## src/rtl/lzc_seq_pkg.sv

```systemverilog
// Shared constants, FSM state type and width helper for the wide sequential LZC.
package lzc_seq_pkg;

    localparam int unsigned LZC_WORD_W = 32;
    localparam int unsigned MAX_WORDS  = 16;

    typedef enum logic [1:0] {
        IDLE = 2'd0,
        SCAN = 2'd1,
        DONE = 2'd2
    } state_t;

    // Count field width able to hold 0..32*words inclusive.
    function automatic int unsigned cnt_w(input int unsigned words);
        return $clog2(LZC_WORD_W * words + 1);
    endfunction

endpackage

```

## src/rtl/lzc32b_2022.sv

```systemverilog
// 32-bit leading-zero counter: v flags an all-zero word, z is the count when v=0.
module lzc32b_2022 (
    input  logic [31:0] data,
    output logic        v,
    output logic [4:0]  z
);

    logic found;

    // Priority scan from the MSB; the first set bit fixes the count.
    always_comb begin
        v     = (data == '0);
        z     = '0;
        found = 1'b0;
        for (int unsigned i = 0; i < 32; i++) begin
            if (!found && data[31 - i]) begin
                found = 1'b1;
                z     = 5'(i);
            end
        end
    end

endmodule

```

## src/rtl/lzc_wide_seq_module.sv

```systemverilog
// Multi-cycle leading-zero counter for 32*WORDS-bit operands: one shared
// 32-bit LZC walks the operand MSW first and stops at the first non-zero word.
module lzc_wide_seq_module
    import lzc_seq_pkg::*;
#(
    parameter int unsigned WORDS = 4
) (
    input  logic                  clock,
    input  logic                  resetn,
    input  logic                  ivalid,
    input  logic                  iready,
    output logic                  ovalid,
    output logic                  oready,
    input  logic [32*WORDS-1:0]   datain_a,
    output logic [31:0]           dataout
);

    localparam int unsigned CNT_W = cnt_w(WORDS);
    localparam int unsigned IDX_W = (WORDS > 1) ? $clog2(WORDS) : 1;

    localparam logic [IDX_W-1:0] IDX_TOP  = IDX_W'(WORDS - 1);
    localparam logic [CNT_W-1:0] CNT_STEP = CNT_W'(LZC_WORD_W);
    localparam logic [CNT_W-1:0] CNT_FULL = CNT_W'(LZC_WORD_W * WORDS);

    if (WORDS < 1 || WORDS > MAX_WORDS) begin : g_bad_words
        $error("lzc_wide_seq_module: WORDS must be in 1..16");
    end

    state_t                state;
    logic [32*WORDS-1:0]   op_q;
    logic [IDX_W-1:0]      idx;
    logic [CNT_W-1:0]      acc;
    logic [31:0]           word;
    logic                  word_zero;
    logic [4:0]            word_lz;

    assign oready = (state == IDLE) & resetn;

    assign word = op_q[LZC_WORD_W * idx +: LZC_WORD_W];

    lzc32b_2022 u_lzc (
        .data (word),
        .v    (word_zero),
        .z    (word_lz)
    );

    // Operand capture on accept; contents are don't-care outside SCAN.
    always_ff @(posedge clock) begin
        if (ivalid && oready) begin
            op_q <= datain_a;
        end
    end

    // Control FSM: accept, scan one word per cycle, hold result until popped.
    always_ff @(posedge clock) begin
        if (!resetn) begin
            state   <= IDLE;
            ovalid  <= 1'b0;
            dataout <= '0;
            idx     <= IDX_TOP;
            acc     <= '0;
        end else begin
            case (state)
                IDLE: begin
                    if (ivalid) begin
                        idx   <= IDX_TOP;
                        acc   <= '0;
                        state <= SCAN;
                    end
                end
                SCAN: begin
                    if (!word_zero) begin
                        dataout <= 32'(acc + CNT_W'(word_lz));
                        ovalid  <= 1'b1;
                        state   <= DONE;
                    end else if (idx != '0) begin
                        acc <= acc + CNT_STEP;
                        idx <= idx - 1'b1;
                    end else begin
                        dataout <= {1'b1, 31'(CNT_FULL)};
                        ovalid  <= 1'b1;
                        state   <= DONE;
                    end
                end
                DONE: begin
                    if (iready) begin
                        ovalid <= 1'b0;
                        state  <= IDLE;
                    end
                end
                default: state <= IDLE;
            endcase
        end
    end

endmodule
```

## config.mk

```make
export PLATFORM = sky130hd
export DESIGN_NAME = lzc_wide_seq_module
export DESIGN_NICKNAME = d
export VERILOG_FILES = /design/src/rtl/lzc_seq_pkg.sv /design/src/rtl/lzc32b_2022.sv /design/src/rtl/lzc_wide_seq_module.sv
export SDC_FILE = /design/constraint.sdc
export NUM_CORES = 1
export LEC_CHECK = 0
export CAP_MARGIN = 10
export CORE_UTILIZATION = 40
export CTS_BUF_LIST = sky130_fd_sc_hd__clkbuf_4 sky130_fd_sc_hd__clkbuf_8
export DETAILED_ROUTE_END_ITERATION = 16
export GPL_TIMING_DRIVEN = 0
export PLACE_DENSITY = 0.71
export SLEW_MARGIN = 20
export SYNTH_ARGS = -nofsm -noshare
export SYNTH_HDL_FRONTEND = slang
export SYNTH_SLANG_ARGS = --single-unit
export TNS_END_PERCENT = 1
```

## constraint.sdc

```tcl
create_clock -name clock -period 4.64 [get_ports clock]
set_clock_uncertainty 0.15 [all_clocks]
set_input_delay 0.928 -clock clock [delete_from_list [all_inputs] [get_ports clock]]
set_output_delay 0.928 -clock clock [all_outputs]
set_load 0.03 [all_outputs]
```

==> metrics.json <==
{
  "ctsRootBufferMaster": {"value": "clkbuf_8"},
  "grt.met2_usage": {"value": 0.291},
  "status": {"value": "complete, no violations"},
  "synth_cell_types": {"value": 59},
  "via_count": {"value": 3905},
  "power": {"value": 2870, "unit": "µW"},
  "die_height": {"value": 127, "unit": "µm"},
  "synth_top_area_frac": {"value": 0.617},
  "syn_avg_cell_area": {"value": 16.4, "unit": "µm²"},
  "tritoncts.num_buffers": {"value": 17},
  "top_delay_family_on_crit_path": {"value": "buffers and inverters"},
  "grt_antenna_before_repair": {"value": 0},
  "slew_viol_final": {"value": 0},
  "synth_enable_flop_cells": {"value": 128},
  "worst-endpoint-required": {"value": 4.87, "unit": "ns"},
  "post_synth_inst_count": {"value": 381},
  "drive_above_1_share": {"value": 0.183},
  "met1_usage": {"value": 0.209},
  "slew-limit-headroom": {"value": 0.462},
  "multi_input_area": {"value": 0.00182, "unit": "mm²"},
  "yosys_warnings": {"value": 0},
  "dr_iter_0_viols": {"value": 254},
  "highest_clock_frequency_the_design_can_meet": {"value": 247, "unit": "MHz"},
  "synth_seq_cells": {"value": 146},
  "critPathArrivalTime": {"value": 4.28, "unit": "ns"},
  "rsz0062_at_grt": {"value": "no"},
  "layout_nets": {"value": 705},
  "fillCellCount": {"value": 1250},
  "crit_path_frequent_cell": {"value": "buf_2"},
  "htree_num_levels": {"value": 4},
  "final-hold-violation-count": {"value": 0},
  "floorplan.rows": {"value": 45},
  "seq_area": {"value": 0.00420, "unit": "mm²"},
  "viasPerCell": {"value": 5.09},
  "drt.antenna.violating_nets": {"value": 0},
  "post_cts.resized_instances": {"value": 0},
  "dieWidth": {"value": 127, "unit": "µm"},
  "synth.cell_area": {"value": 0.00623, "unit": "mm²"},
  "grt-ovfl-total": {"value": 0},
  "initial_core_utilization": {"value": 0.410},
  "num_io_pins": {"value": 166},
  "min_period_over_period": {"value": 0.873},
  "numPortBuffers": {"value": 143},
  "kind_of_launch_point_of_the_worst_setup_path": {"value": "flip-flop"},
  "synth_seq_area_share": {"value": 0.675},
  "detail_route.wirelength": {"value": 13100, "unit": "µm"},
  "globalRouteMet3Util": {"value": 0.0523},
  "gp_routability_congestion": {"value": 0.802},
  "worstMarginPinSlew": {"value": 0.808, "unit": "ns"},
  "tritoncts": {"value": "built"},
  "post_cts_setup_repair_buffer_count": {"value": 0},
  "path_buf_inv": {"value": 4},
  "grt_start_max_net_pins": {"value": 65},
  "clock_insertion_delay_worst_skew": {"value": 0.45, "unit": "ns"},
  "irDropWorstVdd": {"value": 0.222, "unit": "mV"},
  "rrSetupSlack": {"value": 0.59, "unit": "ns"},
  "asyncSetResetFlopFracSynth": {"value": 0},
  "area_growth_syn_to_layout": {"value": 35.1, "unit": "%"},
  "power.density_cell_area": {"value": 341, "unit": "mW/mm²"},
  "timing.max_cap.violations": {"value": 0},
  "worstSetupPathType": {"value": "flip-flop to flip-flop"},
  "ctsHoldBuffers": {"value": 0},
  "drt_drc": {"value": 0},
  "yosys.cell_count.top_type": {"value": "edfxtp_1"},
  "grt_first_pass_wirelength": {"value": 20600, "unit": "µm"},
  "post_drt_wl_per_cell": {"value": 17.1, "unit": "µm"},
  "synthFlopType": {"value": "edfxtp_1"},
  "critical_path.slowest_cell": {"value": "mux4_2"},
  "end_kind": {"value": "flip-flop"},
  "synth_commonest_cells": {"value": "edfxtp_1 (128), mux4_2 (29), buf_4 (23)"},
  "clock-sinks": {"value": 146},
  "ys_top_cells_by_area": {"value": "edfxtp_1 (62%), mux4_2 (10%), dfxtp_1 (5.8%)"},
  "num_antenna_cells": {"value": 0},
  "first_pass_iters": {"value": 4},
  "numPlacedInstances": {"value": 736},
  "worstHoldPathType": {"value": "flip-flop to flip-flop"},
  "finish.cell_count_without_fillers": {"value": 767},
  "crit_fanout": {"value": 10},
  "floorplan.die_area": {"value": 0.0161, "unit": "mm²"},
  "timing.critical_path.slowest_cell_delay": {"value": 0.43, "unit": "ns"},
  "yosys.area.top_type": {"value": "edfxtp_1"},
  "setup-violations-final": {"value": 0},
  "setup_total_negative_slack": {"value": 0, "unit": "ns"},
  "critical_path.cell_chain": {"value": "clkbuf_1, buf_2, buf_2, buf_2, mux4_2, nor4_2, nand4_2, nor3_2, o311ai_0, o311ai_0, ha_1, nand2_1, a21oi_1"},
  "power.static_leakage": {"value": 0.00296, "unit": "µW"},
  "busiest_layer": {"value": "met2"},
  "clkTransAtPathRegs": {"value": 0.08, "unit": "ns"},
  "layout_min_cycle_time": {"value": 4.05, "unit": "ns"},
  "final_core_util": {"value": 0.554},
  "first_global_vias": {"value": 4017},
  "grt_util_all_layers": {"value": 0.174},
  "cts_buffer_depth": {"value": 2},
  "estimated_wirelength_of_the_detail_placed_design": {"value": 9680, "unit": "µm"},
  "core": {"value": 0.0152, "unit": "mm²"}
}
==> sequential cells by signal, indices dropped and copies added, names as in the netlist <==
signal / cells
op_q: 128
dataout: 10
idx: 2
ovalid: 1
acc: 3
state: 2
==> placed cells by master (no fill, tap or decap), types with 3 or more instances in the layout <==
master and n:
clkdlybuf4s50_1 143, edfxtp_1 128, mux4_2 29, buf_4 23
conb_1 23, nand2_1 18, dfxtp_1 18, nor2_1 17
clkbuf_8 17, a21oi_1 16, inv_1 13, nand3_1 9
nand4_1 8, buf_2 6, nor3_1 6, ha_1 6
or4_1 5, o21ai_0 5, nor4_2 4, nor4_1 4
nor2b_1 4, buf_6 3, clkbuf_1 3, mux4_1 3
o31ai_1 3, nand2b_1 3, a21o_1 3, clkbuf_4 3
clkinvlp_4 3, clkinv_2 3
==> final timing paths <==
| check | startpoint | endpoint | cells past startpoint |
|---|---|---|---|
| max | idx[1] | dataout[1] | 13 |
| min | ovalid | ovalid | 2 |
| max reg2reg | idx[1] | dataout[1] | 13 |
| min reg2reg | ovalid | ovalid | 2 |
==> kinds of logic (layout without fill, tap and decap cells) <==
logic type                 Yosys count  after routing  share of synthesized area
AOI/OAI and AO/OA                   52             52                     0.0580
xor gates and xnor gates             1              1                    0.00141
adders and majority gates            6              6                     0.0120
buffers and inverters               49            225                     0.0482
DFF                                146            146                      0.675
muxes                               34             34                      0.121
other                                1             23                   0.000602
and+or+nand+nor                     92             92                     0.0841
==> through the flow <==
stage,setup WS [ns],area (µm²),hold WS (ns)
floorplan,1.23,6310,0.335
global placement,0.0509,7980,0.299
detailed placement,0.390,8040,0.304
CTS,0.359,8410,0.315
global route,0.196,8420,0.336
finish,0.591,8420,0.312
==> report_power, final <==
group | internal [µW] | switching (µW)
combinational | 195 | 186
sequential | 1530 | 22.5
clock | 486 | 455
total | 2210 | 664
==> cell type report <==
type	instances	area share
clock buffers	20	0.0305
clock inverters	11	0.0135
well taps	188	0.0280
flip-flops and latches	146	0.500
plain buffers	36	0.0299
inverters	13	0.00580
multi-input cells	208	0.216
repair buffers	145	0.177
==> worst reg2reg max path: stages, from the launching register on <==
cell      delay [ns]
dfxtp_1         0.31
clkbuf_1        0.31
buf_2           0.35
buf_2           0.33
buf_2           0.33
mux4_2          0.44
nor4_2          0.43
nand4_2         0.32
nor3_2          0.29
o311ai_0        0.19
o311ai_0        0.17
ha_1            0.21
nand2_1         0.05
a21oi_1         0.10
==> layer usage <==
| layer | vias up | share of wire |
|---|---|---|
| li1 | 1851 | - |
| met1 | 1876 | 0.42 |
| met2 | 160 | 0.49 |
| met3 | 18 | 0.073 |
| met4 | 0 | 0.017 |
| met5 | - | 0 |
Note: power is estimated with default switching activity, not from simulation.
